`config.mk`:
```
export PLATFORM = sky130hd
export DESIGN_NAME = pipe_reg_chain
export DESIGN_NICKNAME = d
export VERILOG_FILES = /design/src/rtl/pipe_pkg.sv /design/src/rtl/pipe_stage.sv /design/src/rtl/pipe_reg_chain.sv
export SDC_FILE = /design/constraint.sdc
export NUM_CORES = 1
export LEC_CHECK = 0
export BUFFER_PORTS_ARGS = -buffer_cell sky130_fd_sc_hd__buf_4
export CORE_MARGIN = 2
export CORE_UTILIZATION = 54
export DETAILED_ROUTE_END_ITERATION = 16
export HOLD_SLACK_MARGIN = 0.15
export PLACE_DENSITY_LB_ADDON = 0.15
export SLEW_MARGIN = 30
export SYNTH_ARGS = -nofsm -noshare
export SYNTH_HDL_FRONTEND = slang
export SYNTH_HIERARCHICAL = 1
export SYNTH_SLANG_ARGS = --single-unit
```
`constraint.sdc`:
```
create_clock -name clk -period 2.28 [get_ports clk]
set_clock_uncertainty 0.2 [all_clocks]
set_input_delay 0.342 -clock clk [delete_from_list [all_inputs] [get_ports clk]]
set_output_delay 0.342 -clock clk [all_outputs]
set_load 0.02 [all_outputs]
```
`src/rtl/pipe_pkg.sv`:
```
// Shared constants and helpers for the pipe_reg_chain pipeline register family.
package pipe_pkg;

  localparam int unsigned PIPE_RESET_VAL = 0;

  // Width needed to count 0..depth valid stages.
  function automatic int unsigned occ_width(input int unsigned depth);
    return $clog2(depth + 1);
  endfunction

endpackage

```
`src/rtl/pipe_stage.sv`:
```
// One data/valid register pair of the pipeline; loads from upstream when advanced.
module pipe_stage
  import pipe_pkg::*;
#(
  parameter int unsigned      WIDTH     = 8,
  parameter logic [WIDTH-1:0] RESET_VAL = WIDTH'(PIPE_RESET_VAL)
) (
  input  logic             clk,
  input  logic             reset_n,
  input  logic             flush,
  input  logic             adv,
  input  logic             up_valid,
  input  logic [WIDTH-1:0] up_data,
  output logic             v_next,
  output logic             v,
  output logic [WIDTH-1:0] d
);

  assign v_next = flush ? 1'b0 : (adv ? up_valid : v);

  // Bubbles do not load data, so a collapsing stage keeps its old word and saves toggles.
  always_ff @(posedge clk or negedge reset_n) begin
    if (!reset_n) begin
      v <= 1'b0;
      d <= RESET_VAL;
    end else begin
      v <= v_next;
      if (flush)
        d <= RESET_VAL;
      else if (adv && up_valid)
        d <= up_data;
    end
  end

endmodule

```
`src/rtl/pipe_reg_chain.sv`:
```
// DEPTH-stage valid/ready pipeline register with bubble collapse, flush and occupancy count.
module pipe_reg_chain
  import pipe_pkg::*;
#(
  parameter int unsigned      WIDTH     = 8,
  parameter int unsigned      DEPTH     = 3,
  parameter logic [WIDTH-1:0] RESET_VAL = WIDTH'(PIPE_RESET_VAL)
) (
  input  logic                          clk,
  input  logic                          reset_n,
  input  logic                          flush,
  input  logic                          in_valid,
  input  logic [WIDTH-1:0]              in_data,
  output logic                          in_ready,
  output logic                          out_valid,
  output logic [WIDTH-1:0]              out_data,
  input  logic                          out_ready,
  output logic [occ_width(DEPTH)-1:0]   occupancy
);

  localparam int unsigned OCC_W = occ_width(DEPTH);

  logic [DEPTH-1:0] v;
  logic [DEPTH-1:0] v_next;
  logic [DEPTH-1:0] adv;
  logic [DEPTH-1:0] up_valid;
  logic [WIDTH-1:0] up_data [DEPTH];
  logic [WIDTH-1:0] d       [DEPTH];
  logic [OCC_W-1:0] occ_next;

  for (genvar i = 0; i < DEPTH; i++) begin : g_stage
    // Unrolled form of adv[i] = !v[i] | adv[i+1]: a stage advances unless it and every later stage are full and stalled.
    assign adv[i] = out_ready || !(&v[DEPTH-1:i]);

    if (i == 0) begin : g_head
      assign up_valid[i] = in_valid & in_ready;
      assign up_data[i]  = in_data;
    end else begin : g_body
      assign up_valid[i] = v[i-1];
      assign up_data[i]  = d[i-1];
    end

    pipe_stage #(
      .WIDTH     (WIDTH),
      .RESET_VAL (RESET_VAL)
    ) u_stage (
      .clk      (clk),
      .reset_n  (reset_n),
      .flush    (flush),
      .adv      (adv[i]),
      .up_valid (up_valid[i]),
      .up_data  (up_data[i]),
      .v_next   (v_next[i]),
      .v        (v[i]),
      .d        (d[i])
    );
  end

  assign in_ready  = adv[0] & ~flush;
  assign out_valid = v[DEPTH-1];
  assign out_data  = d[DEPTH-1];

  always_comb begin
    occ_next = '0;
    for (int unsigned i = 0; i < DEPTH; i++)
      occ_next = occ_next + OCC_W'(v_next[i]);
  end

  always_ff @(posedge clk or negedge reset_n) begin
    if (!reset_n)
      occupancy <= '0;
    else
      occupancy <= occ_next;
  end

endmodule

```
### After elaboration in Yosys (flattened, before gate mapping)

Index checks and enable logic that the tools add are counted.

* flip-flop bits (word level): 29
* logic and storage cells: 38

* add/sub/neg operators: 2
* multiplexer cells: 12
* bitwise logic cells: 3
* reductions and logical operators: 14

Operators by type and width (count)
* 2-to-1 mux 8 bit: 6
* 2-to-1 mux 1 bit: 6
* nonzero test 2 bit: 3
* logical AND 1 bit: 3
* logical NOT 1 bit: 3
* logical OR 1 bit: 3
* AND reduction 3 bit: 1
* adder 1 x 1 -> 2 bit: 1
* adder 2 x 1 -> 2 bit: 1
* bitwise AND 1 bit: 2
* AND reduction 2 bit: 1
* NOT 1 bit: 1

### Logic depth before layout (Yosys ltp)

* depth in word-level cells: 9
* depth in mapped cells: 7

### Hierarchy

Netlist, hierarchy kept.

By module, submodules not included
* pipe_stage: times used 3, cells an instance 40, area each 449.2 um^2
* pipe_reg_chain: times used 1, cells an instance 9, area each 113.9 um^2

### Worst setup path before layout

No wires, ideal clock.

* path kind: register -> register
* start point: register g_stage[2].u_stage.v
* end point: register occupancy[0]
* setup time: 0.136 ns
* arrival time: 1.770 ns
* required time: 1.944 ns
* setup slack: 0.174 ns
* stages on the path, launching flop included: 8
* buffers on the path: 2
* period minus slack after synthesis: 2.106 ns
* cells stage by stage: dfrtp_1 and4b_1 nor3b_2 buf_2 buf_6 mux2i_1 nor2_1 fa_1

* word-level cells in the longest chain between the ends: 9
* elaborated cells between the ends (all ways): 18

RTL lines
* start, declared: RTL line pipe_stage.sv:15 `output logic v,`
* start signal, assigned: RTL line pipe_stage.sv:27 `v <= v_next;`
* AND reduction 3 bit: RTL line pipe_reg_chain.sv:33 `assign adv[i] = out_ready || !(&v[DEPTH-1:i]);`
* logical NOT 1 bit: RTL line pipe_reg_chain.sv:33
* logical OR 1 bit: RTL line pipe_reg_chain.sv:33
* bitwise AND 1 bit: RTL line pipe_reg_chain.sv:59 `assign in_ready = adv[0] & ~flush;`
* bitwise AND 1 bit: RTL line pipe_reg_chain.sv:36 `assign up_valid[i] = in_valid & in_ready;`
* net up_valid[0]: RTL line pipe_reg_chain.sv:26 `logic [DEPTH-1:0] up_valid;`
* 2-to-1 mux 1 bit (2 in a row): RTL line pipe_stage.sv:19 `assign v_next = flush ? 1'b0 : (adv ? up_valid : v);`
* net v_next[0]: RTL line pipe_reg_chain.sv:24 `logic [DEPTH-1:0] v_next;`
* adder 1 x 1 -> 2 bit: RTL line pipe_reg_chain.sv:66 `occ_next = occ_next + OCC_W'(v_next[i]);`
* adder 2 x 1 -> 2 bit: RTL line pipe_reg_chain.sv:66
* net occ_next[0]: RTL line pipe_reg_chain.sv:29 `logic [OCC_W-1:0] occ_next;`
* end signal, assigned: RTL line pipe_reg_chain.sv:73 `occupancy <= occ_next;`
* end, declared: RTL line pipe_reg_chain.sv:18 `output logic [occ_width(DEPTH)-1:0] occupancy`

The timed path passes the listed nets, and every way through them passes these cells.
A chain may end at the register's enable or synchronous reset.

### Worst setup path in the final report

* start point: register g_stage[1].u_stage.v
* end point: register occupancy[0]

* elaborated cells between the ends (all ways): 16

RTL lines
* start, declared: RTL line pipe_stage.sv:15
* start signal, assigned: RTL line pipe_stage.sv:27
* AND reduction 2 bit: RTL line pipe_reg_chain.sv:33
* logical NOT 1 bit: RTL line pipe_reg_chain.sv:33
* logical OR 1 bit: RTL line pipe_reg_chain.sv:33
* net adv[1]: RTL line pipe_reg_chain.sv:25 `logic [DEPTH-1:0] adv;`
* 2-to-1 mux 1 bit (2 in a row): RTL line pipe_stage.sv:19
* net v_next[1]: RTL line pipe_reg_chain.sv:24
* adder 1 x 1 -> 2 bit: RTL line pipe_reg_chain.sv:66
* adder 2 x 1 -> 2 bit: RTL line pipe_reg_chain.sv:66
* net occ_next[0]: RTL line pipe_reg_chain.sv:29

The timed path passes the listed nets, and every way through them passes these cells.

==> out/metrics.cfg <==
[place]
dpl.hpwl_mm = 1.64
port_buffers = 24
dpl_cell_area_um2 = 1590
place_ws_ns = 0.350
place_congestion = 0.693
dp_cells = 174

[die]
ios = 25
die_h_um = 56.0
core_um2 = 2520
die-area_um2 = 3140
die_w_um = 56.0
start_util_pct = 57.9
rows = 18

[route]
via_count = 1050
drc = 0
drtIter0Drc = 32
wl_per_cell_um = 14.2
wirelength_mm = 2.72
antenna_left = 0
vias_per_cell = 5.50
firstDrtPassIters = 4

[sta]
finalSetupViolCount = 0
period_share_pct = 84.0
tightest_slew_ns = 0.364
rsz0062_at_grt = false
slew_viol_final = 0
setup-tns-final_ns = 0
timing.final.ws_setup_ns = 0.364
whs_ns = 0.191
layout_min_cycle_time_ns = 1.92
hold_violations = 0
fmax_mhz = 522
slew_headroom_pct = 75.7

[synthesis]
synth_nets = 143
synthCells = 129
synthDistinctLibCells = 18
ys_seq_area_share_pct = 49.7
ys_seq_elements = 29
avgSynthCellArea_um2 = 11.3
synth_warnings = 6
syn_area_um2 = 1460

[grt]
grt_pass1_wl_mm = 4.83
grt.total_usage_pct = 20.3
grt_max_degree = 30
antenna_found_initial = 0
grt_pass1_vias = 1038
grt_overflow_total = 0

[final_layout]
fin_nets = 174
fillCellCount = 205
layout-drive-gt1-share_pct = 37.3
multi_input_area_um2 = 593
area_growth_pct = 18.0
regArea_um2 = 726
antennaDiodeCount = 0
final_cell_mix = 30 x buf_4, 29 x dfrtp_1, 24 x nand3_1
final_core_util_pct = 68.4
design_area_um2 = 1720
final_common_cell = buf_4
layoutNonFillerInstCount = 191

[power_and_ir_drop]
p_per_area_nw_per_um2 = 533
ir_drop_mv = 0.506
power_leakage_nw = 0.811
finalPower_mw = 0.919

[critical_path]
crit_fanout = 19
cpPeakStageDelay_ns = 0.48
critPathRequiredTime_ns = 2.28
worstSetupStartpointType = register
cp_slowest_cell = fa_1
path_delay_family = adder cells
critPathBufInv = 1
path_class = reg2reg
crit_chain = buf_4, nand3b_1, mux2i_1, nor2_1, fa_1
end_kind = register
crit_arrival_ns = 1.92

[clock_network]
clk_pin_slew_ns = 0.09
clock_path_buffers = 2
htree_levels = 2
root_buffer = clkbuf_4
cts.sinks = 29
post_cts_resize_count = 0
worst_skew_pair.late_latency_ns = 0.33
cts_tree = yes
cts_setup_buffers = 0
cts_buffers = 5
holdBufCountCts = 9

[min_path]
hold_path_class = in2reg

[status]
outcome = finished clean

[run]
cap_violations = 0

==> flip-flops by register name, summed over array words and instances (netlist names) <==
signal             flops
g_stage.u_stage/d     24
g_stage.u_stage/v      3
occupancy              2
==> worst reg2reg max path, stage by stage, from the launching register on <==
cell,delay (ns)
dfrtp_1,0.39
buf_4,0.20
nand3b_1,0.13
mux2i_1,0.28
nor2_1,0.11
fa_1,0.48
==> worst paths after layout <==
| kind | slack, ns | cells after the start | from | end |
|---|---|---|---|---|
| worst min register to register | 0.33 | 2 | g_stage[1].u_stage/d[6] | g_stage[2].u_stage/d[6] |
| min in group asynchronous | 0.26 | 2 | reset_n | occupancy[1] |
| max in group asynchronous | 1.33 | 2 | reset_n | g_stage[2].u_stage/d[4] |
| worst max register to register | 0.36 | 5 | g_stage[1].u_stage/v | occupancy[0] |
| worst max-delay path | 0.36 | 5 | g_stage[1].u_stage/v | occupancy[0] |
| worst min-delay path | 0.19 | 2 | flush | g_stage[0].u_stage/d[1] |
==> final cells by class <==
type,count,area share [%]
Multi-Input combinational cell,84,34.4
Tap cell,30,2.18
Clock buffer,8,2.83
Timing Repair Buffer,39,18.3
Sequential cell,29,42.1
Inverter,1,0.218
==> report_power, final <==
group	internal, mW	switching, mW
logic	0.0451	0.0475
registers	0.524	0.00559
clock network	0.123	0.174
total	0.692	0.227
==> per-layer routing <==
metal / part of all wire, % / GRT usage [%] / vias up
met5: 0 / 0 / -
met4: 1.6 / 7.14 / 0
met3: 4.7 / 7.67 / 6
met2: 50 / 32.4 / 27
met1: 43 / 25.1 / 496
li1: - / - / 521
==> cell usage after synthesis <==
cell       n  area [um2]
buf_8      3        45.0
a21bo_2   21         210
nand3b_1   1        7.51
a21oi_2    3        26.3
dfrtp_1   29         726
nor3b_2    1        12.5
buf_6      6        67.6
nand3_1   24         120
nand2b_1   1        6.26
nor2_1     4        15.0
a21oi_1   21         105
a21bo_1    3        30.0
mux2i_1    3        30.0
inv_1      1        3.75
buf_1      3        11.3
buf_2      3        15.0
and4b_1    1        10.0
fa_1       1        20.0
==> cells by family (layout without fill, tap and decap cells) <==
group	count (synthesis)	after routing	share of synthesized area, %
compound gates	48	48	25.4
mux	3	3	2.05
simple gates	32	32	11.7
fa+ha+maj	1	1	1.37
buf+inv	16	48	9.76
flops	29	29	49.7
Note: power is estimated with default switching activity, not from simulation.
